## src/rtl/regfile_write_arbiter_pkg.sv

```systemverilog
`default_nettype none
// +--------------------------------------------------------------------------+
// | regfile_write_arbiter_pkg: shared types for the register-file write arb. |
// | Rev 1.0                                                                   |
// +--------------------------------------------------------------------------+
package regfile_write_arbiter_pkg;

  localparam int RF_XLEN  = 64;
  localparam int RF_REG_W = 5;
  localparam int RF_NREGS = 32;

  typedef enum logic [1:0] {
    ST_IDLE  = 2'd0,
    ST_WAIT  = 2'd1,
    ST_FORCE = 2'd2
  } arb_state_e;

  typedef struct packed {
    logic [RF_REG_W-1:0] rd;
    logic [RF_XLEN-1:0]  data;
  } rf_entry_t;

  function automatic logic [RF_NREGS-1:0] rd_onehot(input logic [RF_REG_W-1:0] r);
    rd_onehot    = '0;
    rd_onehot[r] = 1'b1;
  endfunction

endpackage
`default_nettype wire

```

## src/rtl/regfile_wr_fifo.sv

```systemverilog
`default_nettype none
// +--------------------------------------------------------------------------+
// | regfile_wr_fifo: sync FIFO of secondary results with per-slot rd view.   |
// | Rev 1.0                                                                   |
// +--------------------------------------------------------------------------+
module regfile_wr_fifo
  import regfile_write_arbiter_pkg::*;
#(
  parameter int DEPTH = 2
) (
  input  logic                                clock,
  input  logic                                reset,
  input  logic                                push_i,
  input  rf_entry_t                           push_entry_i,
  input  logic                                pop_i,
  output rf_entry_t                           head_o,
  output logic                                full_o,
  output logic                                empty_o,
  output logic [$clog2(DEPTH):0]              count_o,
  output logic [DEPTH-1:0]                    entry_vld_o,
  output logic [DEPTH-1:0][RF_REG_W-1:0]      entry_rd_o
);

  localparam int AW = $clog2(DEPTH);

  logic [AW:0]      wptr_q, wptr_d;
  logic [AW:0]      rptr_q, rptr_d;
  logic [DEPTH-1:0] vld_q, vld_d;
  rf_entry_t        mem_q [DEPTH];
  logic             do_push;
  logic             do_pop;

  // Same index with differing wrap bits means the write side has lapped the read side.
  assign full_o  = (wptr_q[AW] != rptr_q[AW]) && (wptr_q[AW-1:0] == rptr_q[AW-1:0]);
  assign empty_o = (wptr_q == rptr_q);
  assign count_o = wptr_q - rptr_q;

  assign do_push = push_i && !full_o;
  assign do_pop  = pop_i && !empty_o;

  assign head_o  = mem_q[rptr_q[AW-1:0]];

  always_comb begin
    wptr_d = wptr_q;
    rptr_d = rptr_q;
    vld_d  = vld_q;
    if (do_pop) begin
      rptr_d                 = rptr_q + 1'b1;
      vld_d[rptr_q[AW-1:0]]  = 1'b0;
    end
    if (do_push) begin
      wptr_d                 = wptr_q + 1'b1;
      vld_d[wptr_q[AW-1:0]]  = 1'b1;
    end
  end

  always_ff @(posedge clock) begin
    if (reset) begin
      wptr_q <= '0;
      rptr_q <= '0;
      vld_q  <= '0;
    end else begin
      wptr_q <= wptr_d;
      rptr_q <= rptr_d;
      vld_q  <= vld_d;
    end
  end

  always_ff @(posedge clock) begin
    if (do_push) begin
      mem_q[wptr_q[AW-1:0]] <= push_entry_i;
    end
  end

  assign entry_vld_o = vld_q;

  generate
    for (genvar i = 0; i < DEPTH; i++) begin : g_view
      assign entry_rd_o[i] = mem_q[i].rd;
    end
  endgenerate

endmodule
`default_nettype wire

```

## src/rtl/regfile_write_arbiter.sv

```systemverilog
`default_nettype none
// +--------------------------------------------------------------------------+
// | regfile_write_arbiter: shares the RF write port, primary-first with a    |
// | starvation-forced bubble for queued secondary results.  Rev 1.0          |
// +--------------------------------------------------------------------------+
module regfile_write_arbiter
  import regfile_write_arbiter_pkg::*;
#(
  parameter int XLEN       = RF_XLEN,
  parameter int FIFO_DEPTH = 2,
  parameter int MAX_WAIT   = 4
) (
  input  logic                clock,
  input  logic                reset,
  input  logic                wb_valid,
  input  logic [RF_REG_W-1:0] wb_rd,
  input  logic [XLEN-1:0]     wb_data,
  input  logic                lu_valid,
  output logic                lu_ready,
  input  logic [RF_REG_W-1:0] lu_rd,
  input  logic [XLEN-1:0]     lu_data,
  output logic                RegWrite,
  output logic [RF_REG_W-1:0] rd,
  output logic [XLEN-1:0]     Write_Data,
  output logic                stall_pipe,
  output logic [RF_NREGS-1:0] pending_mask,
  output logic                err_collision
);

  localparam int AW = $clog2(FIFO_DEPTH);
  localparam int CW = (MAX_WAIT > 1) ? $clog2(MAX_WAIT) : 1;
  localparam logic [CW-1:0] WAIT_LIMIT = CW'(MAX_WAIT - 1);

  logic                               wb_req;
  logic                               fifo_full;
  logic                               fifo_empty;
  logic                               push;
  logic                               pop;
  logic                               next_empty;
  logic [AW:0]                        fifo_count;
  rf_entry_t                          push_entry;
  rf_entry_t                          head;
  logic [FIFO_DEPTH-1:0]              ent_vld;
  logic [FIFO_DEPTH-1:0][RF_REG_W-1:0] ent_rd;

  arb_state_e     state_q, state_d;
  logic [CW-1:0]  wait_cnt_q, wait_cnt_d;
  logic           stall_q, stall_d;
  logic           err_q, err_d;

  // Writes to x0 are treated as empty slots and never claim the port.
  assign wb_req   = wb_valid && (wb_rd != '0);
  assign lu_ready = !fifo_full && !reset;
  assign push     = lu_valid && lu_ready && (lu_rd != '0);
  assign pop      = !reset && !wb_req && !fifo_empty;

  assign push_entry.rd   = lu_rd;
  assign push_entry.data = lu_data;

  regfile_wr_fifo #(
    .DEPTH (FIFO_DEPTH)
  ) u_fifo (
    .clock        (clock),
    .reset        (reset),
    .push_i       (push),
    .push_entry_i (push_entry),
    .pop_i        (pop),
    .head_o       (head),
    .full_o       (fifo_full),
    .empty_o      (fifo_empty),
    .count_o      (fifo_count),
    .entry_vld_o  (ent_vld),
    .entry_rd_o   (ent_rd)
  );

  always_comb begin
    next_empty = 1'b0;
    if (fifo_empty) begin
      next_empty = !push;
    end else begin
      next_empty = pop && !push && (fifo_count == (AW+1)'(1));
    end
  end

  always_comb begin
    RegWrite   = 1'b0;
    rd         = '0;
    Write_Data = '0;
    if (!reset) begin
      if (wb_req) begin
        RegWrite   = 1'b1;
        rd         = wb_rd;
        Write_Data = wb_data;
      end else if (!fifo_empty) begin
        RegWrite   = 1'b1;
        rd         = head.rd;
        Write_Data = head.data;
      end
    end
  end

  always_comb begin
    pending_mask = '0;
    for (int i = 0; i < FIFO_DEPTH; i++) begin
      if (ent_vld[i]) begin
        pending_mask = pending_mask | rd_onehot(ent_rd[i]);
      end
    end
  end

  always_comb begin
    state_d    = state_q;
    wait_cnt_d = wait_cnt_q;
    err_d      = err_q;
    case (state_q)
      ST_IDLE: begin
        wait_cnt_d = '0;
        if (push) begin
          state_d = ST_WAIT;
        end
      end
      ST_WAIT: begin
        if (fifo_empty) begin
          state_d    = push ? ST_WAIT : ST_IDLE;
          wait_cnt_d = '0;
        end else if (pop) begin
          state_d    = next_empty ? ST_IDLE : ST_WAIT;
          wait_cnt_d = '0;
        end else if (wait_cnt_q == WAIT_LIMIT) begin
          state_d    = ST_FORCE;
          wait_cnt_d = '0;
        end else begin
          wait_cnt_d = wait_cnt_q + 1'b1;
        end
      end
      ST_FORCE: begin
        wait_cnt_d = '0;
        if (fifo_empty) begin
          state_d = push ? ST_WAIT : ST_IDLE;
        end else if (pop) begin
          state_d = next_empty ? ST_IDLE : ST_WAIT;
        end else begin
          // Pipeline ignored the bubble; keep stalling until the head drains.
          err_d = 1'b1;
        end
      end
      default: begin
        state_d    = ST_IDLE;
        wait_cnt_d = '0;
      end
    endcase
    stall_d = (state_d == ST_FORCE);
  end

  always_ff @(posedge clock) begin
    if (reset) begin
      state_q    <= ST_IDLE;
      wait_cnt_q <= '0;
      stall_q    <= 1'b0;
      err_q      <= 1'b0;
    end else begin
      state_q    <= state_d;
      wait_cnt_q <= wait_cnt_d;
      stall_q    <= stall_d;
      err_q      <= err_d;
    end
  end

  assign stall_pipe    = stall_q;
  assign err_collision = err_q;

endmodule
`default_nettype wire

```

## config.mk

```make
export PLATFORM = sky130hd
export DESIGN_NAME = regfile_write_arbiter
export DESIGN_NICKNAME = d
export VERILOG_FILES = /design/src/rtl/regfile_write_arbiter_pkg.sv /design/src/rtl/regfile_wr_fifo.sv /design/src/rtl/regfile_write_arbiter.sv
export SDC_FILE = /design/constraint.sdc
export NUM_CORES = 1
export LEC_CHECK = 0
export BUFFER_PORTS_ARGS = -buffer_cell sky130_fd_sc_hd__buf_2
export CORE_MARGIN = 1.5
export CORE_UTILIZATION = 39
export DETAILED_ROUTE_END_ITERATION = 12
export PLACE_DENSITY = 0.66
export SLEW_MARGIN = 30
export SYNTH_ARGS = -nofsm -noshare
export SYNTH_HDL_FRONTEND = slang
export SYNTH_SLANG_ARGS = --single-unit
export TNS_END_PERCENT = 5
```

## constraint.sdc

```tcl
create_clock -name clock -period 6.7 [get_ports clock]
set_input_delay 0.335 -clock clock [delete_from_list [all_inputs] [get_ports clock]]
set_output_delay 0.335 -clock clock [all_outputs]
set_load 0.01 [all_outputs]
```

# Word level (Yosys, flattened, before mapping)
# Memories as Yosys holds them, arrays and structs flattened. A register that Yosys moved wholly into a read port is not among the register bits.
# Index checks and enable logic that the tools add are counted.
word_totals:
  ram_bits: 138
  wordCells: 95
  output_inout_bits: 105
  mem_count: 1
  input_bits: 142
  ff_bits: 12
classes:
  order_cmp: 8
  n_mux: 35
  n_eq_ne: 8
  addsub: 4
  n_bitwise: 7
  n_reduce_logical: 25
mem_list:
  columns: ["name", "words", "word_bits", "read_ports", "rd_clocked_by_memory_dff", "write_ports", "line", "rtl"]
  rows:
  - ["u_fifo.mem_q", 2, 69, 3, 1, 1, "regfile_wr_fifo.sv:29", "rf_entry_t mem_q [DEPTH];"]
op_table:
  columns: ["cell", "count"]
  rows:
  - ["2-to-1 mux 64 bit", 3]
  - ["2-to-1 mux 32 bit", 2]
  - ["OR 32 bit", 1]
  - ["2-to-1 mux 2 bit", 8]
  - ["logical AND 1 bit", 15]
  - ["2-to-1 mux 5 bit", 3]
  - ["2-to-1 mux 1 bit", 14]
  - ["less-than comparator 5 x 6 -> 1 bit (second input constant)", 2]
  - ["demux 1 bit (select 5 bit)", 2]
  - [">= comparator 5 x 1 -> 1 bit (second input constant)", 2]
  - ["nonzero test 5 bit", 2]
  - ["adder 2 x 1 -> 2 bit (second input constant)", 3]
  - ["equality test 2 bit (second input constant)", 3]
  - ["one-hot mux 2 bit (3 select lines)", 1]
  - ["zero test 1 bit", 5]
  - ["OR reduction 5 bit", 1]
  - ["equality test 2 x 1 -> 1 bit (second input constant)", 2]
  - ["less-than comparator 1 x 2 -> 1 bit (second input constant)", 2]
  - ["NOT 1 bit", 3]
  - ["AND reduction 3 bit", 1]
  - ["AND 2 bit", 1]
  - ["demux 1 bit (select 1 bit)", 2]
  - ["equality test 2 bit", 1]
  - [">= comparator 1 bit (second input constant)", 2]
  - ["6 further kinds", 6]

# Logic depth before layout (Yosys ltp)
# Gate-level depths: netlist (run 1).
logic_depth:
  depth_word: 15
  mapped_depth: 8
  ltp_nobuf: 6

# Hierarchy
# From an unflattened synthesis (run 1), not the netlist that was laid out.
hier_totals:
  hier_cells: 455
  hier_area_um2: 6869.1
by_module_without_submodules:
  columns: ["mod", "seq_area_each_um2", "cells_each", "area_per_inst_um2", "n_inst"]
  rows:
  - ["regfile_wr_fifo", 4284.1, 270, 5406.4, 1]
  - ["regfile_write_arbiter", 120.1, 185, 1462.7, 1]

# Least setup slack after synthesis (run 1)
# OpenSTA, ideal clock, no wires.
synth_path:
  path_kind: "register to register"
  start: "register u_fifo.wptr_q[0]"
  end: "memory u_fifo.mem_q[1][0] (netlist name), enable pin"
  stages_incl_launch_ff: 6
  slack_ns: 3.670
  t_arrival_ns: 2.607
  synth_period_minus_slack_ns: 3.030
  n_path_buf: 0
  setup_ns: 0.423
  required_time_ns: 6.277
  path_cell_list: "dfxtp_1 inv_1 ha_1 a21oi_1 nand3_1 inv_1"
synth_between:
  elab_chain_len: 9
synth_rtl:
  columns: ["element", "line", "rtl"]
  rows:
  - ["from (decl)", "regfile_wr_fifo.sv:26", "logic [AW:0] wptr_q, wptr_d;"]
  - ["from (signal assigned)", "regfile_wr_fifo.sv:63", "wptr_q <= wptr_d;"]
  - ["equality test 1 bit", "regfile_wr_fifo.sv:34", "assign full_o = (wptr_q[AW] != rptr_q[AW]) && (wptr_q[AW-1:0] == rptr_q[AW-1:0]);"]
  - ["logical AND 1 bit", "regfile_wr_fifo.sv:34", null]
  - ["zero test 1 bit", "regfile_write_arbiter.sv:53", "assign lu_ready = !fifo_full && !reset;"]
  - ["logical AND 1 bit", "regfile_write_arbiter.sv:53", null]
  - ["net lu_ready", "regfile_write_arbiter.sv:19", "output logic lu_ready,"]
  - ["logical AND 1 bit (2 in series)", "regfile_write_arbiter.sv:54", "assign push = lu_valid && lu_ready && (lu_rd != '0);"]
  - ["logical AND 1 bit", "regfile_wr_fifo.sv:38", "assign do_push = push_i && !full_o;"]
  - ["2-to-1 mux 1 bit", "regfile_wr_fifo.sv:70", "if (do_push) begin"]
  - ["2-to-1 mux 1 bit (implied by the code)", "regfile_wr_fifo.sv:71", "mem_q[wptr_q[AW-1:0]] <= push_entry_i;"]
  - ["to (decl)", "regfile_wr_fifo.sv:29", null]
# The timed path passes the listed nets, and every way through them passes these cells.

# Final worst setup path (run 1)
layout_path:
  start: "register u_fifo.wptr_q[0]"
  end: "output port Write_Data[27]"
layout_between:
  elab_chain_len: 4
layout_rtl:
  columns: ["element", "line", "rtl"]
  rows:
  - ["equality test 2 bit", "regfile_wr_fifo.sv:35", "assign empty_o = (wptr_q == rptr_q);"]
  - ["2-to-1 mux 64 bit", "regfile_write_arbiter.sv:94", "end else if (!fifo_empty) begin"]
  - ["2-to-1 mux 64 bit", "regfile_write_arbiter.sv:90", "if (wb_req) begin"]
  - ["2-to-1 mux 64 bit", "regfile_write_arbiter.sv:89", "if (!reset) begin"]
  - ["to (decl)", "regfile_write_arbiter.sv:24", "output logic [XLEN-1:0] Write_Data,"]
# Every way passes these cells.

==> impl_metrics.env, run 1 <==
export IMPL_run_status="complete, no violations"
export IMPL_vias_per_cell=5.06
export IMPL_start_kind="register"
export IMPL_fin_crit_sh_pct=45.5
export IMPL_final_nets=888
export IMPL_synth_flop_cell="edfxtp_1"
export IMPL_clockBufferDepth=2
export IMPL_htreeDepth=4
export IMPL_worstHoldStart="lu_data[20]"
export IMPL_drt_initial_drc_count=236
export IMPL_cts_root_buf="clkbuf_16"
export IMPL_path_class="register to output port"
export IMPL_drc=0
export IMPL_cts_hold_buffers=0
export IMPL_grt_pass1_wl_microns=24700
export IMPL_clk_pin_slew_ns=0.06
export IMPL_cts_resized=0
export IMPL_setup_slack_ns=3.65
export IMPL_synthToLayoutAreaGrowth_pct=29.8
export IMPL_pin_count=247
export IMPL_dpl_worst_slack_ns=3.98
export IMPL_placed_area_sq_um=8080
export IMPL_grt_use_met3_pct=5.14
export IMPL_slew_headroom_pct=39.2
export IMPL_wl_per_cell_microns=16.1
export IMPL_utilization_pct=52.0
export IMPL_post_route_min_period_ns=3.05
export IMPL_regArea_sq_um=4410
export IMPL_mostFrequentLayoutCells="buf_2 (246), edfxtp_1 (138), nand2_1 (78)"
export IMPL_ys_warn_count=0
export IMPL_max_stage_delay_ns=0.72
export IMPL_drtPass1Iterations=5
export IMPL_start_util_pct=40.1
export IMPL_arrival_ns=2.71
export IMPL_syn_nets=645
export IMPL_grt_usage_pct=17.6
export IMPL_fin_cells=977
export IMPL_p_leak_nw=3.40
export IMPL_seq_power_share_pct=47.2
export IMPL_grt_max_degree=70
export IMPL_die_width_microns=134
export IMPL_reg2reg_from="u_fifo.wptr_q[0]"
export IMPL_ir_worst_vdd_mv=0.170
export IMPL_die_h_microns=134
export IMPL_cts_buffers=17
export IMPL_cts_setup_buffers=0
export IMPL_postRouteAntennaNets=0
export IMPL_yosysSeqAreaShare_pct=65.8
export IMPL_design_area_sq_um=8690
export IMPL_synth_edf_count=138
export IMPL_fmax_mhz=328
export IMPL_drv_slew=0
export IMPL_netSwitchingFraction_pct=24.7
export IMPL_cp_required_ns=6.36
export IMPL_core_area_sq_um=16700
export IMPL_met1_usage_pct=18.7
export IMPL_synth_area_per_cell_sq_um=13.4
export IMPL_mostFrequentLayoutCell="buf_2"
export IMPL_p_comb_share_pct=13.5
export IMPL_grt_busiest_layer="met2"
export IMPL_ys_types=33
export IMPL_gp_congestion=0.882
export IMPL_p_int_mw=1.76
export IMPL_startpoint="u_fifo.wptr_q[0]"
export IMPL_antenna_cells=0
export IMPL_row_count=47
export IMPL_synth_area_sq_um=6690
export IMPL_critPathSlowestCell="or2_4"
export IMPL_p_clk_share_pct=39.4
export IMPL_drv_cap=0
export IMPL_hold_ws_ns=0.112
export IMPL_hold_violations=0
export IMPL_cts_tree="built"
export IMPL_powerDensity_nw_per_um2=269
export IMPL_use_met2_pct=33.1
export IMPL_wl_microns=15700
export IMPL_crit_path_max_fanout=67
export IMPL_worst_pin_slew_ns=0.912
export IMPL_total_power_mw=2.34
export IMPL_p_switching_mw=0.578
export IMPL_place_port_buffers=246
export IMPL_ys_seq_elements=151
export IMPL_multiInputGateArea_sq_um=2120
export IMPL_crit_path_end_kind="output port"
export IMPL_clock_sinks=151
export IMPL_rr_worst_depth=7
export IMPL_setup_violations=0
export IMPL_async_flop_share_pct=0
export IMPL_fin_skew_ns=0.00973
export IMPL_grt_overflow_total=0
export IMPL_vias=4945
export IMPL_holdPathStages=1
export IMPL_hold_class="primary input to register"
export IMPL_antenna_found_initial=0
export IMPL_rsz0062_at_grt="no"
export IMPL_fill_cells=1466
export IMPL_synthCells=501
export IMPL_fin_setup_tns_ns=0
export IMPL_clock_latency_ns=0.41
export IMPL_path_cells="inv_1 -> ha_1 -> nand2_1 -> nand2_2 -> or2_4 -> o21ai_0 -> buf_2"
export IMPL_dpl_cell_count=944
export IMPL_dp_final_hpwl_microns=10900
export IMPL_die_area_sq_um=18000
export IMPL_drive_gt1_share_pct=43.1
export IMPL_grt_pass1_vias=5060
[final cells by class]
class	instances	share of cell area (%)
inverters	5	0.216
clock inverters	14	1.74
multi-input cells	318	24.4
flip-flops and latches	151	50.7
clock buffers	18	4.94
repair buffers	251	14.8
well taps	220	3.17
[power by group through the flow]
stage | sequential, mW | combinational (mW) | clock [mW]
6_report | 1.10 | 0.315 | 0.920
5_1_grt | 1.11 | 0.345 | 0.988
4_1_cts | 1.10 | 0.320 | 0.945
3_5_place_dp | 1.12 | 0.319 | 0
3_3_place_gp | 1.12 | 0.311 | 0
2_1_floorplan | 1.10 | 0.219 | 0
[critical path, delay by kind of cell, from the launching register on]
family	cells	cell delay, ns
and+or+nand+nor	3	1.03
adders and majority gates	1	0.36
DFF	1	0.35
buffers and inverters	2	0.27
AOI/OAI and AO/OA	1	0.25
[sequential cells by signal, indices dropped and copies added (netlist names), named ones only]
signal and count:
err_collision 1, stall_pipe 1, state_q 2, u_fifo.entry_vld_o 2, u_fifo.mem_q 138, u_fifo.rptr_q 2
u_fifo.wptr_q 2, wait_cnt_q 2
[per-layer routing]
metal	share of wire [%]	wire, microns
met1	37	5850
met2	55	8570
met3	6.9	1090
met4	1.2	192
met5	0	0
[logic make-up (layout without fill, tap and decap cells)]
kind of cell               Yosys count  count (layout)  synth area share [%]
xor gates and xnor gates             5               5                 0.654
adders and majority gates            2               2                 0.374
muxes                               69              69                  10.4
DFF                                151             151                  65.8
and+or+nand+nor                    125             125                  8.86
buffers and inverters               32             288                  2.65
AOI/OAI and AO/OA                  117             117                  11.3
[final timing paths]
path	end	slack, ns
hold reg to reg	wait_cnt_q[0]	0.43
hold / removal	u_fifo.mem_q[0][20]	0.11
setup reg to reg	u_fifo.mem_q[1][15]	4.33
setup / recovery	Write_Data[27]	3.65
[Yosys cell counts (3+ instances only)]
| cell type | number | area, sq um |
|---|---|---|
| nand3_1 | 9 | 45.0 |
| a21oi_1 | 10 | 50.1 |
| edfxtp_1 | 138 | 4140 |
| a31oi_1 | 3 | 18.8 |
| mux2i_1 | 67 | 671 |
| or3b_2 | 6 | 52.6 |
| dfxtp_1 | 13 | 260 |
| nand2_1 | 78 | 293 |
| xor2_1 | 4 | 35.0 |
| buf_12 | 3 | 60.1 |
| nor2_1 | 10 | 37.5 |
| clkbuf_1 | 22 | 82.6 |
| nand3b_1 | 11 | 82.6 |
| o21ai_2 | 30 | 263 |
| inv_1 | 5 | 18.8 |
| o21ai_0 | 40 | 200 |
| o22ai_1 | 32 | 200 |
(Power assumes the default switching activity.)
==> inputs of run 2 (changes only) <==
--- a/config.mk
+++ b/config.mk
@@ -5,11 +5,12 @@
 export SDC_FILE = /design/constraint.sdc
 export NUM_CORES = 1
 export LEC_CHECK = 0
+export ABC_AREA = 1
 export BUFFER_PORTS_ARGS = -buffer_cell sky130_fd_sc_hd__buf_2
 export CORE_MARGIN = 1.5
 export CORE_UTILIZATION = 39
 export DETAILED_ROUTE_END_ITERATION = 12
-export PLACE_DENSITY = 0.66
+export PLACE_DENSITY = 0.68
 export SLEW_MARGIN = 30
 export SYNTH_ARGS = -nofsm -noshare
 export SYNTH_HDL_FRONTEND = slang
==> constraint.sdc (replaced) <==
create_clock -name clock -period 2.52 [get_ports clock]
set_input_delay 0.126 -clock clock [delete_from_list [all_inputs] [get_ports clock]]
set_output_delay 0.126 -clock clock [all_outputs]
set_load 0.01 [all_outputs]
==> impl_metrics.env, run 2 <==
export IMPL_fill_cells=1400
export IMPL_path_common_cell="inv_1"
export IMPL_utilization_pct=57.1
export IMPL_total_power_mw=5.89
export IMPL_clock_sinks=151
export IMPL_p_leak_nw=4.01
export IMPL_worst_pin_slew_ns=0.562
export IMPL_grt_pass1_vias=5985
export IMPL_start_kind="register"
export IMPL_crit_family="buffers and inverters"
export IMPL_grt_max_degree=75
export IMPL_synth_flop_cell="edfxtp_1"
export IMPL_cts_buffers=17
export IMPL_wl_microns=19100
export IMPL_die_area_sq_um=17900
export IMPL_arrival_ns=2.25
export IMPL_clk_pin_slew_ns=0.06
export IMPL_synth_most_common_cell="nor2_1"
export IMPL_fin_cells=1196
export IMPL_hold_violations=0
export IMPL_ir_worst_vdd_mv=0.483
export IMPL_syn_nets=783
export IMPL_path_class="register to output port"
export IMPL_drtPass1Iterations=5
export IMPL_setup_violations=0
export IMPL_place_port_buffers=246
export IMPL_mostFrequentLayoutCells="buf_2 (246), nor2_1 (144), edfxtp_1 (138)"
export IMPL_ys_warn_count=0
export IMPL_grt_overflow_total=0
export IMPL_final_nets=1104
export IMPL_synth_edf_count=138
export IMPL_core_area_sq_um=16600
export IMPL_crit_path_end_kind="output port"
export IMPL_synth_area_per_cell_sq_um=10.5
export IMPL_async_flop_share_pct=0
export IMPL_cts_root_buf="clkbuf_16"
export IMPL_die_width_microns=134
export IMPL_ys_seq_elements=151
export IMPL_largest_reg_flops=138
export IMPL_max_stage_delay_ns=0.34
export IMPL_drt_initial_drc_count=299
export IMPL_wl_per_cell_microns=16.0
export IMPL_yosysTopAreaCellShare_pct=62.0
export IMPL_mostFrequentLayoutCell="buf_2"
export IMPL_fin_skew_ns=0.00446
export IMPL_cp_required_ns=2.39
export IMPL_dpl_cell_count=1092
export IMPL_path_cells="inv_1 -> ha_1 -> inv_1 -> nor2_1 -> nor2_2 -> inv_2 -> buf_8 -> buf_4 -> o31ai_1 -> buf_2"
export IMPL_die_h_microns=134
export IMPL_slew_headroom_pct=62.3
export IMPL_crit_path_max_fanout=29
export IMPL_cts_tree="built"
export IMPL_hold_class="primary input to register"
export IMPL_rsz0062_at_grt="no"
export IMPL_row_count=47
export IMPL_antenna_found_initial=4
export IMPL_cts_setup_buffers=0
export IMPL_vias=5989
export IMPL_htreeDepth=4
export IMPL_start_util_pct=40.2
export IMPL_synthCells=639
export IMPL_yosys_top_cells_area="edfxtp_1 (62%), nor2_1 (8.1%), o31ai_1 (7.2%)"
export IMPL_postRouteAntennaNets=0
export IMPL_pin_count=247
export IMPL_synth_top_area_cell="edfxtp_1"
export IMPL_clockBufferDepth=2
export IMPL_fmax_mhz=421
export IMPL_clock_latency_ns=0.42
export IMPL_critPathSlowestCell="dfxtp_1"
export IMPL_path_buf_inv=6
export IMPL_yosysSeqAreaShare_pct=65.9
export IMPL_netlist_top_cells_count="nor2_1 (144), edfxtp_1 (138), nand2_1 (125)"
export IMPL_ys_types=22
export IMPL_hold_ws_ns=0.0765
export IMPL_synth_area_sq_um=6680
export IMPL_dp_final_hpwl_microns=12600
export IMPL_gp_congestion=0.962
export IMPL_powerDensity_nw_per_um2=620
export IMPL_drc=0
export IMPL_drv_slew=0
export IMPL_drive_gt1_share_pct=31.2
export IMPL_run_status="complete, no violations"
export IMPL_vias_per_cell=5.01
export IMPL_grt_pass1_wl_microns=29600
export IMPL_grt_usage_pct=21.5
export IMPL_post_route_min_period_ns=2.38
export IMPL_drv_cap=0
export IMPL_fin_crit_sh_pct=94.3
export IMPL_synthToLayoutAreaGrowth_pct=42.1
-- run 2: final cells by class --
| cell class | instances | area [sq um] | share of cell area [%] |
|---|---|---|---|
| diodes | 3 | 7.51 | 0.0790 |
| well taps | 220 | 275 | 2.90 |
| inverters | 34 | 131 | 1.38 |
| clock inverters | 15 | 114 | 1.20 |
| repair buffers | 331 | 2140 | 22.5 |
| clock buffers | 17 | 425 | 4.48 |
| flip-flops and latches | 151 | 4410 | 46.4 |
| multi-input cells | 425 | 2000 | 21.1 |
-- run 2: repair_timing --
action / CTS / global route
setup endpoints to repair: 1 / 10
hold buffers: 69 / 0
gates resized for setup: 1 / 4
pin swaps: 0 / 1
hold endpoints to repair: 138 / 0
-- run 2: logic make-up (layout without fill, tap and decap cells) --
| kind of cell | after synthesis | after routing | synth area share [%] |
|---|---|---|---|
| other cells | 0 | 3 | 0 |
| simple gates | 306 | 306 | 18.0 |
| flops | 151 | 151 | 65.9 |
| fa+ha+maj | 2 | 2 | 0.374 |
| buf+inv | 63 | 397 | 4.46 |
| xor+xnor | 1 | 1 | 0.131 |
| compound gates | 116 | 116 | 11.2 |
-- run 2: metrics by stage --
stage               setup TNS [ns]  area [sq um]  worst slack [ns]
global placement                 0          8240             0.495
global route                     0          9500           0.00692
detailed placement               0          8240             0.460
floorplan                   -21.21          6690            -0.307
CTS                              0          9470            0.0611
finish                           0          9500             0.143
-- run 2: power breakdown --
group          switching, mW  total (mW)  internal (mW)
Clock                  0.963        2.30           1.34
Combinational          0.412       0.724          0.312
Sequential            0.0280        2.86           2.83
-- run 2: path summary, 6_finish.rpt --
| kind | depth (start not counted) | end | slack, ns | startpoint |
|---|---|---|---|---|
| setup / recovery | 10 | Write_Data[19] | 0.14 | u_fifo.wptr_q[0] |
| hold / removal | 2 | state_q[0] | 0.08 | reset |
| setup reg to reg | 8 | u_fifo.mem_q[0][36] | 0.52 | u_fifo.wptr_q[0] |
| hold reg to reg | 1 | wait_cnt_q[0] | 0.42 | wait_cnt_q[0] |
-- run 2: per-layer routing --
metal  wire length (microns)  GRT usage, %  vias up
li1                        -             -     2889
met1                    7670          24.7     2792
met2                    9270          36.5      264
met3                    1690          7.29       40
met4                     462          9.24        4
met5                      22             0        -
